### src/rtl/tmds_link_encoder.sv
// TMDS link encoder: fixed-latency 8b/10b video/control coding with HDMI video preamble and guard insertion.
// Defining TMDS_LINK_STATUS_EN adds the sticky o_blank_short status output.
module tmds_link_encoder #(
    parameter int CHANNELS = 3,
    parameter int PRE_LEN  = 8,
    parameter int GB_LEN   = 2
) (
    input  logic                   i_clk,
    input  logic                   i_rst_n,
    input  logic                   i_hdmi_en,
    input  logic                   i_de,
    input  logic [8*CHANNELS-1:0]  i_data,
    input  logic [2*CHANNELS-1:0]  i_ctrl,
    output logic [10*CHANNELS-1:0] o_tmds,
    output logic                   o_de
`ifdef TMDS_LINK_STATUS_EN
    ,
    output logic                   o_blank_short
`endif
);
    localparam int D = PRE_LEN + GB_LEN;
    localparam logic [9:0] CTRL_00 = 10'b1101010100;
    localparam logic [9:0] GB_VID  = 10'b1011001100;
    localparam logic [9:0] GB_CH1  = 10'b0100110011;

    typedef enum logic [1:0] {IDLE, PREAMBLE, GUARD, ACTIVE} state_t;
    typedef struct packed {
        logic signed [4:0] disp;
        logic [9:0]        sym;
    } enc_t;

    function automatic logic [9:0] encode_ctrl(input logic [1:0] c);
        logic [9:0] s;
        case (c)
            2'b00:   s = 10'b1101010100;
            2'b01:   s = 10'b0010101011;
            2'b10:   s = 10'b0101010100;
            default: s = 10'b1010101011;
        endcase
        return s;
    endfunction

    function automatic enc_t encode_video(input logic [7:0] d, input logic signed [4:0] disp);
        logic [8:0]        qm;
        logic [3:0]        n1d;
        logic [3:0]        n1q;
        logic signed [5:0] diff;
        logic signed [5:0] acc;
        enc_t              r;
        n1d = '0;
        n1q = '0;
        for (int i = 0; i < 8; i++) n1d = n1d + {3'b000, d[i]};
        qm[0] = d[0];
        if (n1d > 4'd4 || (n1d == 4'd4 && !d[0])) begin
            for (int i = 1; i < 8; i++) qm[i] = ~(qm[i-1] ^ d[i]);
            qm[8] = 1'b0;
        end else begin
            for (int i = 1; i < 8; i++) qm[i] = qm[i-1] ^ d[i];
            qm[8] = 1'b1;
        end
        for (int i = 0; i < 8; i++) n1q = n1q + {3'b000, qm[i]};
        // diff = ones - zeros of the minimised byte
        diff = $signed({1'b0, n1q, 1'b0}) - 6'sd8;
        acc  = {disp[4], disp};
        if (disp == 5'sd0 || diff == 6'sd0) begin
            r.sym = {~qm[8], qm[8], qm[8] ? qm[7:0] : ~qm[7:0]};
            acc   = qm[8] ? acc + diff : acc - diff;
        end else if ((!disp[4] && diff > 6'sd0) || (disp[4] && diff < 6'sd0)) begin
            r.sym = {1'b1, qm[8], ~qm[7:0]};
            acc   = acc + (qm[8] ? 6'sd2 : 6'sd0) - diff;
        end else begin
            r.sym = {1'b0, qm[8], qm[7:0]};
            acc   = acc - (qm[8] ? 6'sd0 : 6'sd2) + diff;
        end
        r.disp = acc[4:0];
        return r;
    endfunction

    logic [D-1:0]           de_dl;
    logic [8*CHANNELS-1:0]  data_dl [D];
    logic [2*CHANNELS-1:0]  ctrl_dl [D];
    logic                   de_prev;
    logic                   rise;
    logic                   dd;
    state_t                 state, cur_state, nxt_state;
    logic [3:0]             cnt, cur_cnt, nxt_cnt;
    logic signed [4:0]      disp [CHANNELS];
    enc_t                   vid [CHANNELS];
    logic [10*CHANNELS-1:0] tmds_nxt;

    assign rise = i_de & ~de_prev;
    assign dd   = de_dl[D-1];

    // Delay line: D stages of lookahead between the edge detector and the encoder
    always_ff @(posedge i_clk) begin
        if (!i_rst_n) begin
            de_dl   <= '0;
            de_prev <= 1'b0;
            for (int i = 0; i < D; i++) begin
                data_dl[i] <= '0;
                ctrl_dl[i] <= '0;
            end
        end else begin
            de_dl      <= {de_dl[D-2:0], i_de};
            de_prev    <= i_de;
            data_dl[0] <= i_data;
            ctrl_dl[0] <= i_ctrl;
            for (int i = 1; i < D; i++) begin
                data_dl[i] <= data_dl[i-1];
                ctrl_dl[i] <= ctrl_dl[i-1];
            end
        end
    end

    // Override FSM: an undelayed rise lines up the window with the delay-line output this cycle
    always_ff @(posedge i_clk) begin
        if (!i_rst_n) begin
            state <= IDLE;
            cnt   <= '0;
        end else begin
            state <= nxt_state;
            cnt   <= nxt_cnt;
        end
    end

    always_comb begin
        cur_state = state;
        cur_cnt   = cnt;
        if (rise) begin
            cur_state = i_hdmi_en ? PREAMBLE : (dd ? ACTIVE : IDLE);
            cur_cnt   = '0;
        end
        nxt_state = cur_state;
        nxt_cnt   = '0;
        case (cur_state)
            PREAMBLE: if (cur_cnt == 4'(PRE_LEN - 1)) nxt_state = GUARD;
                      else nxt_cnt = cur_cnt + 4'd1;
            GUARD:    if (cur_cnt == 4'(GB_LEN - 1)) nxt_state = ACTIVE;
                      else nxt_cnt = cur_cnt + 4'd1;
            ACTIVE:   if (!dd) nxt_state = IDLE;
            default:  if (dd) nxt_state = ACTIVE;
        endcase
    end

    // Encoder stage: delayed video always wins over a pending preamble/guard
    always_comb begin
        for (int ch = 0; ch < CHANNELS; ch++)
            vid[ch] = encode_video(data_dl[D-1][8*ch +: 8], disp[ch]);
    end

    always_comb begin
        tmds_nxt = '0;
        for (int ch = 0; ch < CHANNELS; ch++) begin
            if (dd)
                tmds_nxt[10*ch +: 10] = vid[ch].sym;
            else if (cur_state == GUARD)
                tmds_nxt[10*ch +: 10] = (ch == 1) ? GB_CH1 : GB_VID;
            else if (cur_state == PREAMBLE && ch != 0)
                tmds_nxt[10*ch +: 10] = encode_ctrl((ch == 1) ? 2'b01 : 2'b00);
            else
                tmds_nxt[10*ch +: 10] = encode_ctrl(ctrl_dl[D-1][2*ch +: 2]);
        end
    end

    always_ff @(posedge i_clk) begin
        if (!i_rst_n) begin
            o_tmds <= {CHANNELS{CTRL_00}};
            o_de   <= 1'b0;
            for (int ch = 0; ch < CHANNELS; ch++) disp[ch] <= 5'sd0;
        end else begin
            o_tmds <= tmds_nxt;
            o_de   <= dd;
            for (int ch = 0; ch < CHANNELS; ch++) disp[ch] <= dd ? vid[ch].disp : 5'sd0;
        end
    end

`ifdef TMDS_LINK_STATUS_EN
    always_ff @(posedge i_clk) begin
        if (!i_rst_n)
            o_blank_short <= 1'b0;
        else if (dd && (cur_state == PREAMBLE || cur_state == GUARD))
            o_blank_short <= 1'b1;
    end
`endif

endmodule

### config.mk
export PLATFORM = sky130hd
export DESIGN_NAME = tmds_link_encoder
export DESIGN_NICKNAME = d
export VERILOG_FILES = /design/src/rtl/tmds_link_encoder.sv
export SDC_FILE = /design/constraint.sdc
export NUM_CORES = 1
export LEC_CHECK = 0
export CAP_MARGIN = 10
export CORE_MARGIN = 2
export CORE_UTILIZATION = 50
export DETAILED_ROUTE_END_ITERATION = 10
export PLACE_DENSITY = 0.7
export SLEW_MARGIN = 40
export SYNTH_ARGS = -nofsm -noshare
export SYNTH_HDL_FRONTEND = slang
export SYNTH_SLANG_ARGS = --single-unit
export TNS_END_PERCENT = 5
### constraint.sdc
create_clock -name i_clk -period 11 [get_ports i_clk]
set_input_delay 1.1 -clock i_clk [delete_from_list [all_inputs] [get_ports i_clk]]
set_output_delay 1.1 -clock i_clk [all_outputs]
set_load 0.03 [all_outputs]
---- Word level (Yosys, flattened, before mapping) ----
Memories as Yosys holds them, arrays and structs flattened.
Cells that the tools add are included.
storage, ports and cells
  register bits after elaboration ......... 48
  memory bits (writable) .................. 315
  input bits .............................. 34
  output and inout port bits .............. 31
  logic and storage cells ................. 298
  memories kept ........................... 3
memory list
  memory   words  bits a word  read ports  clocked after Yosys merged registers in  write ports  RTL line  source
  data_dl  10     24           10          0                                        10           80        logic [8*CHANNELS-1:0] data_dl [D];
  ctrl_dl  10     6            10          0                                        10           81        logic [2*CHANNELS-1:0] ctrl_dl [D];
  disp     3      5            3           0                                        3            87        logic signed [4:0] disp [CHANNELS];
operators by class
  add/subtract/negate cells ............... 64
  order comparisons ....................... 9
  equality and inequality tests ........... 14
  multiplexer cells ....................... 78
  bitwise operators ....................... 91
  reductions and logical operators ........ 33
operators with widths
  cell                                                 number
  2-to-1 mux 24 bit                                    10
  2-to-1 mux 10 bit                                    14
  adder 4 x 1 -> 4 bit                                 24
  case mux 10 bit (3 select lines)                     3
  2-to-1 mux 5 bit                                     15
  2-to-1 mux 6 bit                                     10
  2-to-1 mux 8 bit                                     6
  XOR 1 bit                                            39
  adder 5 bit                                          6
  subtractor 5 bit                                     6
  2-to-1 mux 2 bit                                     13
  inverter 1 bit                                       25
  adder 3 x 1 -> 4 bit                                 6
  inverter 8 bit                                       3
  OR 1 bit                                             23
  adder 2 x 1 -> 3 bit                                 6
  > comparator 6 x 1 -> 1 bit (second input constant)  3
  logical NOT 6 bit                                    3
  < comparator 6 x 1 -> 1 bit (second input constant)  3
  subtractor 5 x 4 -> 6 bit (second input constant)    3
  == test 4 x 3 -> 1 bit (second input constant)       4
  adder 5 x 3 -> 5 bit                                 3
  logical NOT 5 bit                                    3
  subtractor 5 x 3 -> 5 bit                            3
  other kinds (15)                                     55

---- Depth between registers and ports, before layout ----
An unclocked memory read counts as a cell.
  word-level depth ........................ 31
  gate-level depth with buffers ........... 29
  depth with buffers taken out ............ 28

---- Worst setup path before layout ----
No wires, ideal clock.
  path kind ............................... flip-flop to flip-flop
  from .................................... memory data_dl[9][16] (netlist name)
  to ...................................... memory disp[2][4] (netlist: disp[0][14])
  library setup time ...................... 0.127 ns
  arrival time ............................ 7.503 ns
  path slack .............................. 3.370 ns
  stages on the path, launching flop included .. 29
  clock period less this slack ............ 7.630 ns
  cells stage by stage .................... dfxtp_1 inv_1 fa_1 fa_1 fa_1 inv_1 ha_1 fa_1 or3b_1 a21o_1 nand2_2 xor2_1 fa_1 fa_1 fa_1 inv_1 ha_1 inv_1 fa_1 ha_1 nor2_1 a21oi_1 ha_1 a21o_1 a21oi_1 o31a_1 nor3_1 a211oi_1 nor3b_1
RTL lines
  item             RTL line
  start, declared  80
  end, declared    87

==> impl_metrics.ini <==
[global_routing]
grt_pass1_wl_microns = 35000
grt_max_degree = 139
met1_usage = 0.197
grt_overflow_total = 0
track_usage = 0.146
grt_pass1_vias = 7473
top_usage_layer = met2
grt_util_met3 = 0.0302
antenna_found_initial = 0
use_met2 = 0.237

[timing]
skew_ns = 0.0121
slew_headroom = 0.569
fin_tns_setup_ns = 0
finalSetupViolCount = 0
tightest_slew_ns = 0.645
rsz0062_at_grt = false
maxSlewViolCount = 0
hold_viol_final = 0
whs_ns = 0.423
max_freq_mhz = 120
post-route-period-util = 0.755
fin_crit_ns = 8.31

[drt]
wl_microns = 20300
remaining_drc_errors = 0
num_vias = 7787
wl_per_cell_microns = 12.0
via_per_inst = 4.62
ant_nets = 0
drtIter0Drc = 363
dr.pass1.iters = 4

[layout]
layout-drive-gt1-share = 0.0596
area_growth_pct = 15.2
diodes = 0
n_fill_cell = 2296
layout.nets = 1465

[clock_tree]
path_clk_slew_ns = 0.06
cts_sinks = 359
cts_resized = 0
cts_setup_buffers = 0
cts_buffer_depth = 3
clkLatencyLatePin_ns = 0.52
hold_buffers = 0
numCtsBuffers = 35
clockRootBuffer = clkbuf_16
cts_tree = yes
htree_levels = 2

[synthesis]
synth_nets = 1408
synthFlopType = dfxtp_1
ys_types = 58
ys_seq_elements = 359
syn_area_sq_um = 13800
ys_warn_count = 0
synth_area_per_cell_sq_um = 11.0
synthesis.instances = 1260
synth_edf_count = 0
yosysSeqAreaShare = 0.521
async_reset_ff_frac = 0

[worst_setup_path]
startpoint_type = flip-flop
crit_fanout = 9
path_buf_inv = 4
worst_path_most_repeated_cell = fa_1
crit_cells = 28
reg2regPathDepth = 28
path_class = flip-flop to flip-flop
cp_data_required_time_ns = 11.38
critPathArrivalTime_ns = 8.69
critPathTopFamily = adder cells
end_kind = flip-flop
slowest_stage = fa_1
slowest_delay_ns = 0.54

[placed_design]
place.gp.congestion = 0.830
portBuffers = 64
dp_hpwl_microns = 13900

[min_path]
holdCritPathClass = flip-flop to flip-flop
whs_path_depth = 1

[pwr]
max-vdd-ir-drop_mv = 0.116
power_density_nw_per_um2 = 164
p_leak_nw = 6.79

[floorplan]
die_w_microns = 170
start_util = 0.511
rows = 60
num_io_pins = 65
die-area_sq_um = 28900
coreArea_sq_um = 27000
die_y_microns = 170

[status]
run_status = complete, no violations

[flow_run]
cap_violations = 0
sequential cells by signal, indices dropped and copies added (netlist names):
signal and cells:
o_de 1, ctrl_dl 60, de_dl 10, state 2, o_tmds 30, cnt 4
disp 12, data_dl 240
layout make-up:
class                   count  area (sq um)  area share
inverters                  96           360      0.0227
clock buffers              50           992      0.0624
well taps                 341           427      0.0268
clock inverters            13           191      0.0120
multi-input cells         759          6080       0.382
flip-flops and latches    359          7190       0.452
repair buffers             66           661      0.0415
through the flow:
stage	std cells	utilization	instance area, sq um	worst slack [ns]	power (W)
floorplan	1260	-	13800	3.37	0.00141
detailed placement	1621	0.545	14700	2.69	0.00145
CTS	1684	0.588	15900	2.67	0.00265
global placement	1621	0.544	14700	2.74	0.00144
global route	1684	0.588	15900	2.16	0.00272
finish	1684	0.588	15900	2.69	0.00261
power breakdown:
group | internal, W | switching, W
Sequential | 0.00132 | 0.00000480
Clock | 0.000709 | 0.000485
Combinational | 0.0000395 | 0.0000469
cells by family after synthesis:
logic type / count (synthesis) / share of synthesized area
xor gates and xnor gates: 89 / 0.0674
muxes: 10 / 0.00725
adders and majority gates: 116 / 0.126
DFF: 359 / 0.521
AOI/OAI and AO/OA: 113 / 0.0555
and+or+nand+nor: 431 / 0.184
buffers and inverters: 142 / 0.0387
cell usage in the layout, fill, tap and decap left out, drive strengths merged, types with 18 or more instances in the layout:
| cell type | instances |
|---|---|
| a21oi | 24 |
| a21o | 18 |
| xnor2 | 56 |
| nand2 | 30 |
| and2 | 314 |
| ha | 75 |
| clkbuf | 50 |
| xor2 | 27 |
| clkdlybuf4s50 | 63 |
| inv | 99 |
| o21ai | 27 |
| fa | 39 |
| nor2 | 32 |
| dfxtp | 359 |
Yosys cell counts (5+ instances only):
cell,instances,area (sq um)
inv_1,94,353
nor2_1,32,120
a21o_1,18,135
nand2b_1,6,37.5
nand2_1,28,105
fa_1,39,781
nand3_1,9,45.0
xnor2_1,51,447
ha_1,75,938
a21oi_1,24,120
o31ai_1,5,37.5
xor2_1,27,236
nor3b_1,5,37.5
nor3_1,8,40.0
clkbuf_1,44,165
mux2i_1,10,100
dfxtp_1,359,7190
o21ai_0,24,120
a211oi_1,14,105
and2_1,313,1960
nor2b_1,7,43.8
path summary, 6_finish.rpt:
check,start,to,slack [ns]
min,data_dl[7][6],data_dl[8][6],0.42
max,data_dl[9][16],disp[0][14],2.69
min reg2reg,data_dl[7][6],data_dl[8][6],0.42
max reg2reg,data_dl[9][16],disp[0][14],2.69
metal layers:
layer	share of wire	routed length [microns]	up-vias
met5	0	0	-
met1	0.49	9970	3530
li1	-	-	4084
met4	0.021	428	0
met3	0.042	845	37
met2	0.44	9010	136
No activity file was read; power rests on OpenSTA's default activity.
